--- src/rtl/ext_pipe_unit.sv ---
// rtl/ext_pipe_unit.sv - immediate-extension stage with a result FIFO behind a valid/ready handshake
module ext_pipe_unit #(
    parameter int IN_W  = 11,
    parameter int OUT_W = 16,
    parameter int DEPTH = 2,
    parameter int LVL_W = $clog2(DEPTH + 1)
) (
    input  logic             clk,
    input  logic             rst_n,
    input  logic             flush,
    input  logic             in_valid,
    output logic             in_ready,
    input  logic [IN_W-1:0]  operand,
    input  logic [1:0]       mode,
    output logic             out_valid,
    input  logic             out_ready,
    output logic [OUT_W-1:0] data,
    output logic [LVL_W-1:0] level
);

    localparam int EXT_W = OUT_W - IN_W;
    localparam int PTR_W = (DEPTH > 1) ? $clog2(DEPTH) : 1;

    logic [OUT_W-1:0] mem [DEPTH];
    logic [PTR_W-1:0] wr_ptr, rd_ptr, wr_inc, rd_inc, rd_nxt;
    logic [LVL_W-1:0] level_nxt, level_after_pop;
    logic [OUT_W-1:0] sext, ext_val;
    logic             push, pop;

    always_comb begin
        sext = {{EXT_W{operand[IN_W-1]}}, operand};
        case (mode)
            2'b00:   ext_val = {{EXT_W{1'b0}}, operand};
            2'b01:   ext_val = sext;
            2'b10:   ext_val = {operand, {EXT_W{1'b0}}};
            default: ext_val = {sext[OUT_W-2:0], 1'b0};
        endcase
    end

    assign in_ready  = (level < LVL_W'(DEPTH)) & ~flush;
    assign out_valid = (level != '0);
    assign push      = in_valid & in_ready;
    assign pop       = out_valid & out_ready;

    always_comb begin
        wr_inc          = (wr_ptr == PTR_W'(DEPTH - 1)) ? '0 : wr_ptr + 1'b1;
        rd_inc          = (rd_ptr == PTR_W'(DEPTH - 1)) ? '0 : rd_ptr + 1'b1;
        rd_nxt          = pop ? rd_inc : rd_ptr;
        level_after_pop = pop ? level - 1'b1 : level;
        level_nxt       = push ? level_after_pop + 1'b1 : level_after_pop;
    end

    // data is a register tracking the head so it holds its value once the FIFO drains
    always_ff @(posedge clk or negedge rst_n) begin
        if (!rst_n) begin
            wr_ptr <= '0;
            rd_ptr <= '0;
            level  <= '0;
            data   <= '0;
            for (int i = 0; i < DEPTH; i++) mem[i] <= '0;
        end else if (flush) begin
            wr_ptr <= '0;
            rd_ptr <= '0;
            level  <= '0;
        end else begin
            if (push) begin
                mem[wr_ptr] <= ext_val;
                wr_ptr      <= wr_inc;
            end
            rd_ptr <= rd_nxt;
            level  <= level_nxt;
            // a push into an otherwise-empty queue becomes the head directly
            if (level_nxt != '0)
                data <= (push && level_after_pop == '0) ? ext_val : mem[rd_nxt];
        end
    end

endmodule

--- config.mk ---
export PLATFORM = sky130hd
export DESIGN_NAME = ext_pipe_unit
export DESIGN_NICKNAME = d
export VERILOG_FILES = /design/src/rtl/ext_pipe_unit.sv
export SDC_FILE = /design/constraint.sdc
export NUM_CORES = 1
export LEC_CHECK = 0
export BUFFER_PORTS_ARGS = -buffer_cell sky130_fd_sc_hd__buf_2
export CAP_MARGIN = 40
export CORE_MARGIN = 1.5
export CORE_UTILIZATION = 45
export CTS_CLUSTER_DIAMETER = 80
export DETAILED_ROUTE_END_ITERATION = 10
export GPL_TIMING_DRIVEN = 0
export PLACE_DENSITY_LB_ADDON = 0.2
export SYNTH_ARGS = -nofsm -noshare
export SYNTH_HDL_FRONTEND = slang
export SYNTH_SLANG_ARGS = --single-unit
--- constraint.sdc ---
create_clock -name clk -period 2.4 [get_ports clk]
set_input_delay 0.24 -clock clk [delete_from_list [all_inputs] [get_ports clk]]
set_output_delay 0.24 -clock clk [all_outputs]
set_load 0.05 [all_outputs]
Word level (Yosys, flattened, before mapping)
Index checks and enable logic that the tools add are counted.
{ "classes": {"n_addsub": 4, "n_lt_le_gt_ge": 4, "n_eq_ne": 2, "muxes": 17, "n_bitwise": 6, "reduce_logical": 9} }
{ "op_table": {"columns": ["op", "n"], "rows": [
  ["16-bit 2-to-1 mux", 5],
  ["16-bit one-hot mux with 3 select lines", 1],
  ["32-bit bitwise mux", 1],
  ["16-bit demux with 1-bit select", 1],
  ["1-bit 2-to-1 mux", 6],
  ["2-bit 2-to-1 mux", 3],
  ["2-bit nonzero test", 3],
  ["2-bit >= comparator, second input constant", 2],
  ["2-bit logical NOT", 2],
  ["1-bit NOT with 2-bit output", 2],
  ["2-bit AND reduction", 2],
  ["1-bit bitwise AND", 3],
  ["1-bit adder, second input constant", 2],
  ["2-bit by 1-bit adder with 2-bit output, second input constant", 1],
  ["2-bit by 1-bit equality test with 1-bit output, second input constant", 1],
  ["2-bit equality test, second input constant", 1],
  ["1-bit logical AND", 2],
  ["2-bit by 1-bit less-than comparator with 1-bit output, second input constant", 1],
  ["2-bit less-than comparator, second input constant", 1],
  ["2-bit by 1-bit subtractor with 2-bit output, second input constant", 1],
  ["1-bit NOT", 1]
]} }
{ "word_totals": {"register_bits": 52, "input_bits": 18, "out_inout_bits": 20, "wordCells": 48} }

Longest topological paths before layout
Gate-level depths: netlist of the first run.
{ "depth": {"depth_word": 8, "depth_mapped": 12, "depth_no_buf": 9} }

Worst setup path before layout of the first run
Ideal clock, no wire load.
{ "synth_path": {"path_kind": "register -> register", "start": "reg level[0]", "end": "reg data[10]", "setup_time_ns": 0.125, "arrival_ns": 2.714, "required_ns": 2.275, "setup_slack_ns": -0.439, "stages_incl_launch_ff": 13, "n_path_buf": 3, "period_less_slack_ns": 2.839, "path_cell_list": "dfrtp_1 inv_1 ha_1 nand2b_4 buf_6 nor2_1 a21oi_1 ha_1 nor3_1 a311o_1 buf_6 buf_12 mux2_4"} }
{ "synth_via": {"elab_chain_len": 8, "elab_cells_between_ends": 19, "classes_between": "add/sub (2); order compare (1); mux (7); bitwise (4); reduce/logical (5)"} }
{ "synth_rtl": {"columns": ["item", "line", "text"], "rows": [
  ["from (decl)", "18", "output logic [LVL_W-1:0] level"],
  ["from (signal assigned)", "71", "level <= level_nxt;"],
  ["parallel branches: the longest is 8 deep, another holds 2-bit by 1-bit subtractor with 2-bit output", null, null],
  ["to (signal assigned)", "74", "data <= (push && level_after_pop == '0) ? ext_val : mem[rd_nxt];"],
  ["to (decl)", "17", "output logic [OUT_W-1:0] data,"]
]} }
Several ways; the timed one is not identified. The select of a mux whose other input is x is not followed.
A chain may end at the register's enable or synchronous reset.

Worst setup path in the final report of the first run
{ "layout_path": {"start": "reg level[1]", "end": "reg data[4]"} }
Same word-level chain as after synthesis.

==> results.yml, run 1 <==
outcome:
  outcome: "finished, final reports clean"
synth:
  yosys.area.top_type: "dfrtp_1"
  ys_seq_elements: 52
  syn_area_sq_um: 2620
  ys_seq_area_share_pct: 49.7
  postSynthAreaPerCell_sq_um: 11.0
  synth_top_area_share_pct: 49.7
  synth_cell_types: 30
  syn-num-nets: 259
  synthCells: 239
  yosysWarnings: 0
  yosys-top-cells-area: "dfrtp_1 50%, mux2i_1 15%, o21ai_0 7.4%"
die:
  core.rowCount: 27
  dieArea_sq_um: 6290
  die_w_um: 79.3
  core_sq_um: 5570
  dieHeight_um: 79.3
  initial_core_util_pct: 47.0
  boundaryPins: 38
grt:
  overflow: 0
  grt_pass1_vias: 1901
  grt_usage_pct: 19.2
  grt_pass1_wl_um: 9210
  antenna_found_initial: 0
  grt_max_degree: 35
pwr:
  p_leak_uw: 0.00156
  total_power_uw: 4250
  ir_drop_mv: 0.678
  p_per_area_nw_per_um2: 1340
place:
  hpwlAfterDp_um: 3850
  numPortBuffers: 37
  pre_cts_slack_ps: -65.2
  dp_cells: 349
  place_congestion: 0.856
sta:
  max_freq_mhz: 437
  slew_viol_final: 0
  setup_tns_ps: 0
  maxSlewHeadroom_pct: 59.7
  setup_ws_ps: 113
  worst_pin_slew_ps: 604
  fin_crit_ps: 2290
  final-setup-viol-count: 0
  hold_viol: 0
  min_period_over_period_pct: 95.3
  clock_skew_ps: 6.70
  rsz0062_at_grt: "false"
  fin_hold_ws_ps: 181
layout:
  final_cell_mix: "50 x dfrtp_1, 39 x o21ai_0, 38 x nand2_1, 38 x mux2i_1, 38 x buf_2"
  layout.cells.non_filler: 365
  area_growth_pct: 20.9
  final_nets: 312
  layout-drive-gt1-share_pct: 30.0
  final_common_cell: "dfrtp_1"
  diodes: 0
critical_path:
  arrival_ps: 2470
  ff2ff_path_depth: 11
  worstPathMaxFanout: 6
  startpoint_type: "flip-flop"
  critical_path_class: "flip-flop to flip-flop"
  end_kind: "flip-flop"
  critPathRequiredTime_ps: 2580
clocking:
  cts.path.max_buffers: 2
  clock_latency_ps: 300
  cts.clk_slew.worst_paths_ps: 90
  cts_max_level: 2
  cts.sinks: 52
  cts_tree: "built"
  cts_root_buf: "clkbuf_8"
  cts_made_buffers: 5
detailed_routing:
  vias_per_cell: 5.21
  drt_iter0_drc: 82
  routedWlPerCell_um: 15.4
  dr.pass1.iters: 4
  wl_um: 5610
  drtAntennaViolNets: 0
  vias: 1900
  drc: 0
min_path:
  min_path_cells: 2
  hold_path.class: "input pin to flip-flop"
run:
  max-cap-violations: 0
==> layer usage <==
layer / GRT usage [%] / wire (um)
met1: 25.9 / 2600
met2: 31.6 / 2690
met3: 3.56 / 263
met4: 5.26 / 60
met5: 0 / 0
==> worst paths after layout <==
| check | startpoint | to | slack [ps] |
|---|---|---|---|
| worst min-delay path | flush | level[1]$_DFF_PN0_ | 180 |
| worst max-delay path | level[1]$_DFF_PN0_ | data[4]$_DFFE_PN0P_ | 110 |
| max in group asynchronous | rst_n | data[13]$_DFFE_PN0P_ | 1450 |
| worst max register to register | level[1]$_DFF_PN0_ | data[4]$_DFFE_PN0P_ | 110 |
| worst min register to register | mem[5]$_DFFE_PN0P_ | mem[5]$_DFFE_PN0P_ | 490 |
| min in group asynchronous | rst_n | data[4]$_DFFE_PN0P_ | 420 |
==> cell type report <==
| class | instances | area (sq um) |
|---|---|---|
| clock buffer | 8 | 90.1 |
| tap | 72 | 90.1 |
| inverter | 4 | 17.5 |
| timing repair buffer | 48 | 319 |
| buffer | 14 | 76.3 |
| multi-input combinational | 167 | 1270 |
| sequential | 52 | 1300 |
| fill | 505 | 2410 |
==> per-stage QoR <==
stage	utilization, %	instance area, sq um
6_report	56.8	3170
5_1_grt	56.8	3170
4_1_cts	56.9	3170
3_5_place_dp	53.1	2960
3_3_place_gp	52.8	2940
2_1_floorplan	-	2670
==> what timing repair did <==
item,CTS,global route
endpoints found under the hold margin,18,0
hold buffers,1,0
buffers inserted,7,1
pin swaps,3,4
cloned,1,0
endpoints found under the setup margin,10,10
resized for setup,3,4
==> worst max-delay path: stages, from the launching register on <==
cell      delay [ps]
dfrtp_2          420
inv_2             80
ha_4             120
nand2b_4         180
nor2_4            60
a21oi_4          150
ha_4             230
nor3_4           160
a311o_1          160
buf_6            150
buf_6            130
mux2_2           330
==> where the power goes <==
| group | internal (uW) | leakage (uW) | total [uW] | switching (uW) |
|---|---|---|---|---|
| Clock | 236 | 0.0000455 | 506 | 270 |
| Combinational | 1010 | 0.000857 | 2280 | 1270 |
| Sequential | 1270 | 0.000659 | 1470 | 204 |
| Total | 2510 | 0.00156 | 4250 | 1740 |
==> flip-flops by register name, summed over array words and instances, names as in the netlist <==
| signal | count |
|---|---|
| wr_ptr | 1 |
| level | 2 |
| mem | 32 |
| data | 16 |
| rd_ptr | 1 |
==> logic make-up after synthesis <==
family,Yosys count,synth area share [%]
and+or+nand+nor,57,9.60
buffers and inverters,20,4.44
DFF,52,49.7
muxes,55,23.3
adders and majority gates,2,0.955
AOI/OAI and AO/OA,49,9.74
xor gates and xnor gates,4,2.34
==> cells in the mapped netlist, drive strengths merged <==
cell	instances
xnor2	2
nor2b	5
nand2	39
xor2	2
a21oi	5
clkbuf	9
nor3	1
inv	4
and3	1
dfrtp	52
nor2	6
and2	1
ha	2
o21ai	39
mux2	17
nand3	1
nand2b	2
a31oi	4
a311o	1
mux2i	38
buf	7
or3	1
(Power assumes the default switching activity.)
==> run 2: changes to the inputs <==
==> constraint.sdc (replaced) <==
create_clock -name clk -period 2.4 [get_ports clk]
set_input_delay 0.36 -clock clk [delete_from_list [all_inputs] [get_ports clk]]
set_output_delay 0.36 -clock clk [all_outputs]
set_load 0.05 [all_outputs]
==> run 2 against run 1 <==
Compared with the run above:
- fmax up 0.12%
- clock skew decreased by 0.55 ps
- critical path depth is the same
- setup slack improved by 2.6 ps
- critical path type unchanged
- critical endpoint unchanged
- sequential power about the same
- largest cell class unchanged
==> results.yml, run 2 (synthesized netlist as in run 1, its figures left out) <==
critical_path:
  slowest_delay_ps: 420
  cp-startpoint: "level[1]$_DFF_PN0_"
  critPathRequiredTime_ps: 2590
  cp_slowest_cell: "dfrtp_2"
  startpoint_type: "flip-flop"
  reg2reg_from: "level[1]$_DFF_PN0_"
  critical_path_class: "flip-flop to flip-flop"
  arrival_ps: 2470
  worstPathMaxFanout: 6
  end_kind: "flip-flop"
  path_cells: "inv_2 > ha_4 > nand2b_4 > nor2_4 > a21oi_4 > ha_4 > nor3_4 > a311o_1 > buf_6 > buf_6 > mux2_2"
grt:
  grt_pass1_wl_um: 9200
  antenna_found_initial: 0
  grt_pass1_vias: 1898
  grt_max_degree: 35
  grt_usage_pct: 19.2
  overflow: 0
outcome:
  outcome: "finished, final reports clean"
place:
  hpwlAfterDp_um: 3850
  numPortBuffers: 37
  place_congestion: 0.856
  dp_cells: 349
detailed_routing:
  routedWlPerCell_um: 15.3
  drc: 0
  drt_iter0_drc: 97
  vias: 1898
  drtAntennaViolNets: 0
  vias_per_cell: 5.21
  wl_um: 5570
  dr.pass1.iters: 6
die:
  dieArea_sq_um: 6290
  initial_core_util_pct: 47.0
  core.rowCount: 27
  dieHeight_um: 79.3
  die_w_um: 79.3
  boundaryPins: 38
  core_sq_um: 5570
sta:
  rsz0062_at_grt: "false"
  min_period_over_period_pct: 95.2
  clock_skew_ps: 6.15
  worst_pin_slew_ps: 592
  final-setup-viol-count: 0
  maxSlewHeadroom_pct: 60.5
  hold_viol: 0
  max_freq_mhz: 438
  fin_crit_ps: 2280
  slew_viol_final: 0
clocking:
  cts.path.max_buffers: 2
  holdBufCountCts: 0
  cts.clk_slew.worst_paths_ps: 90
  cts.sinks: 52
  cts_tree: "built"
  cts_root_buf: "clkbuf_8"
  cts_max_level: 2
  cts_made_buffers: 5
  clock_latency_ps: 300
layout:
  layout-drive-gt1-share_pct: 30.1
  reg_top3: "mem: 32 flops, data: 16 flops, level: 2 flops"
  final_nets: 311
  largest_register_ffs: 32
  top_register: "mem"
  layout.cells.non_filler: 364
  final_core_util_pct: 56.7
  area_growth_pct: 20.5
  diodes: 0
  final_cell_mix: "50 x dfrtp_1, 39 x o21ai_0, 38 x nand2_1, 38 x mux2i_1, 38 x buf_2"
  final_common_cell: "dfrtp_1"
run:
  max-cap-violations: 0
pwr:
  p_per_area_nw_per_um2: 1350
  ir_drop_mv: 0.677
  p_leak_uw: 0.00156
min_path:
  hold_path.class: "input pin to async pin"
## run 2: changes by cell type in the layout (fill, tap and decap cells not counted)
cell	change
dlygate4sd3_1	-1
## run 2: path summary, 6_finish.rpt
kind,to,slack (ps),depth (start not counted)
max,data[4]$_DFFE_PN0P_,120,11
max reg2reg,data[4]$_DFFE_PN0P_,120,11
min,data[4]$_DFFE_PN0P_,3,1
min in group clk,level[1]$_DFF_PN0_,300,2
max in group asynchronous,data[13]$_DFFE_PN0P_,1860,2
min reg2reg,mem[5]$_DFFE_PN0P_,490,2
## run 2: power by group
group,leakage [uW],internal (uW),switching [uW]
registers,0.000659,1270,203
logic,0.000853,1010,1270
clock network,0.0000455,236,272
## run 2: per-layer routing
layer	global-route usage, %	routed length, um	vias to the layer above	part of all wire [%]
li1	-	-	927	-
met1	25.9	2650	932	48
met4	5.26	61	0	1.1
met3	3.56	210	5	3.8
met2	31.6	2650	34	48
met5	0	0	-	0
## run 2: worst max-delay path: cells and delay by family, from the launching register on
| kind | cells | cell delay [ps] |
|---|---|---|
| compound gates | 2 | 310 |
| mux | 1 | 330 |
| simple gates | 3 | 410 |
| fa+ha+maj | 2 | 350 |
| flops | 1 | 420 |
| buf+inv | 3 | 360 |
## run 2: layout make-up
class / count / area, sq um
plain buffers: 14 / 76.3
multi-input cells: 167 / 1270
repair buffers: 47 / 309
fillers: 508 / 2420
inverters: 4 / 17.5
flip-flops and latches: 52 / 1300
well taps: 72 / 90.1
clock buffers: 8 / 90.1
## run 2: through the flow
| step | cell area, sq um | worst slack [ps] | power [uW] | setup TNS (ps) | hold slack (ps) |
|---|---|---|---|---|---|
| global route | 3160 | 8.77 | 4540 | 0 | 30.5 |
| global placement | 2940 | -37.1 | 3530 | -195 | 460 |
| floorplan | 2670 | -77.6 | 3170 | -776 | 64.4 |
| detailed placement | 2960 | -65.2 | 3590 | -576 | 335 |
| CTS | 3160 | 6.94 | 4280 | 0 | 2.00 |
| finish | 3160 | 116 | 4250 | 0 | 3.05 |
## run 2: what timing repair did
| action | 4_1_cts | 5_1_grt |
|---|---|---|
| setup endpoints to repair | 10 | 10 |
| resized for setup | 3 | 4 |
| cloned | 1 | 0 |
| pin swaps | 3 | 4 |
| setup buffers | 7 | 1 |
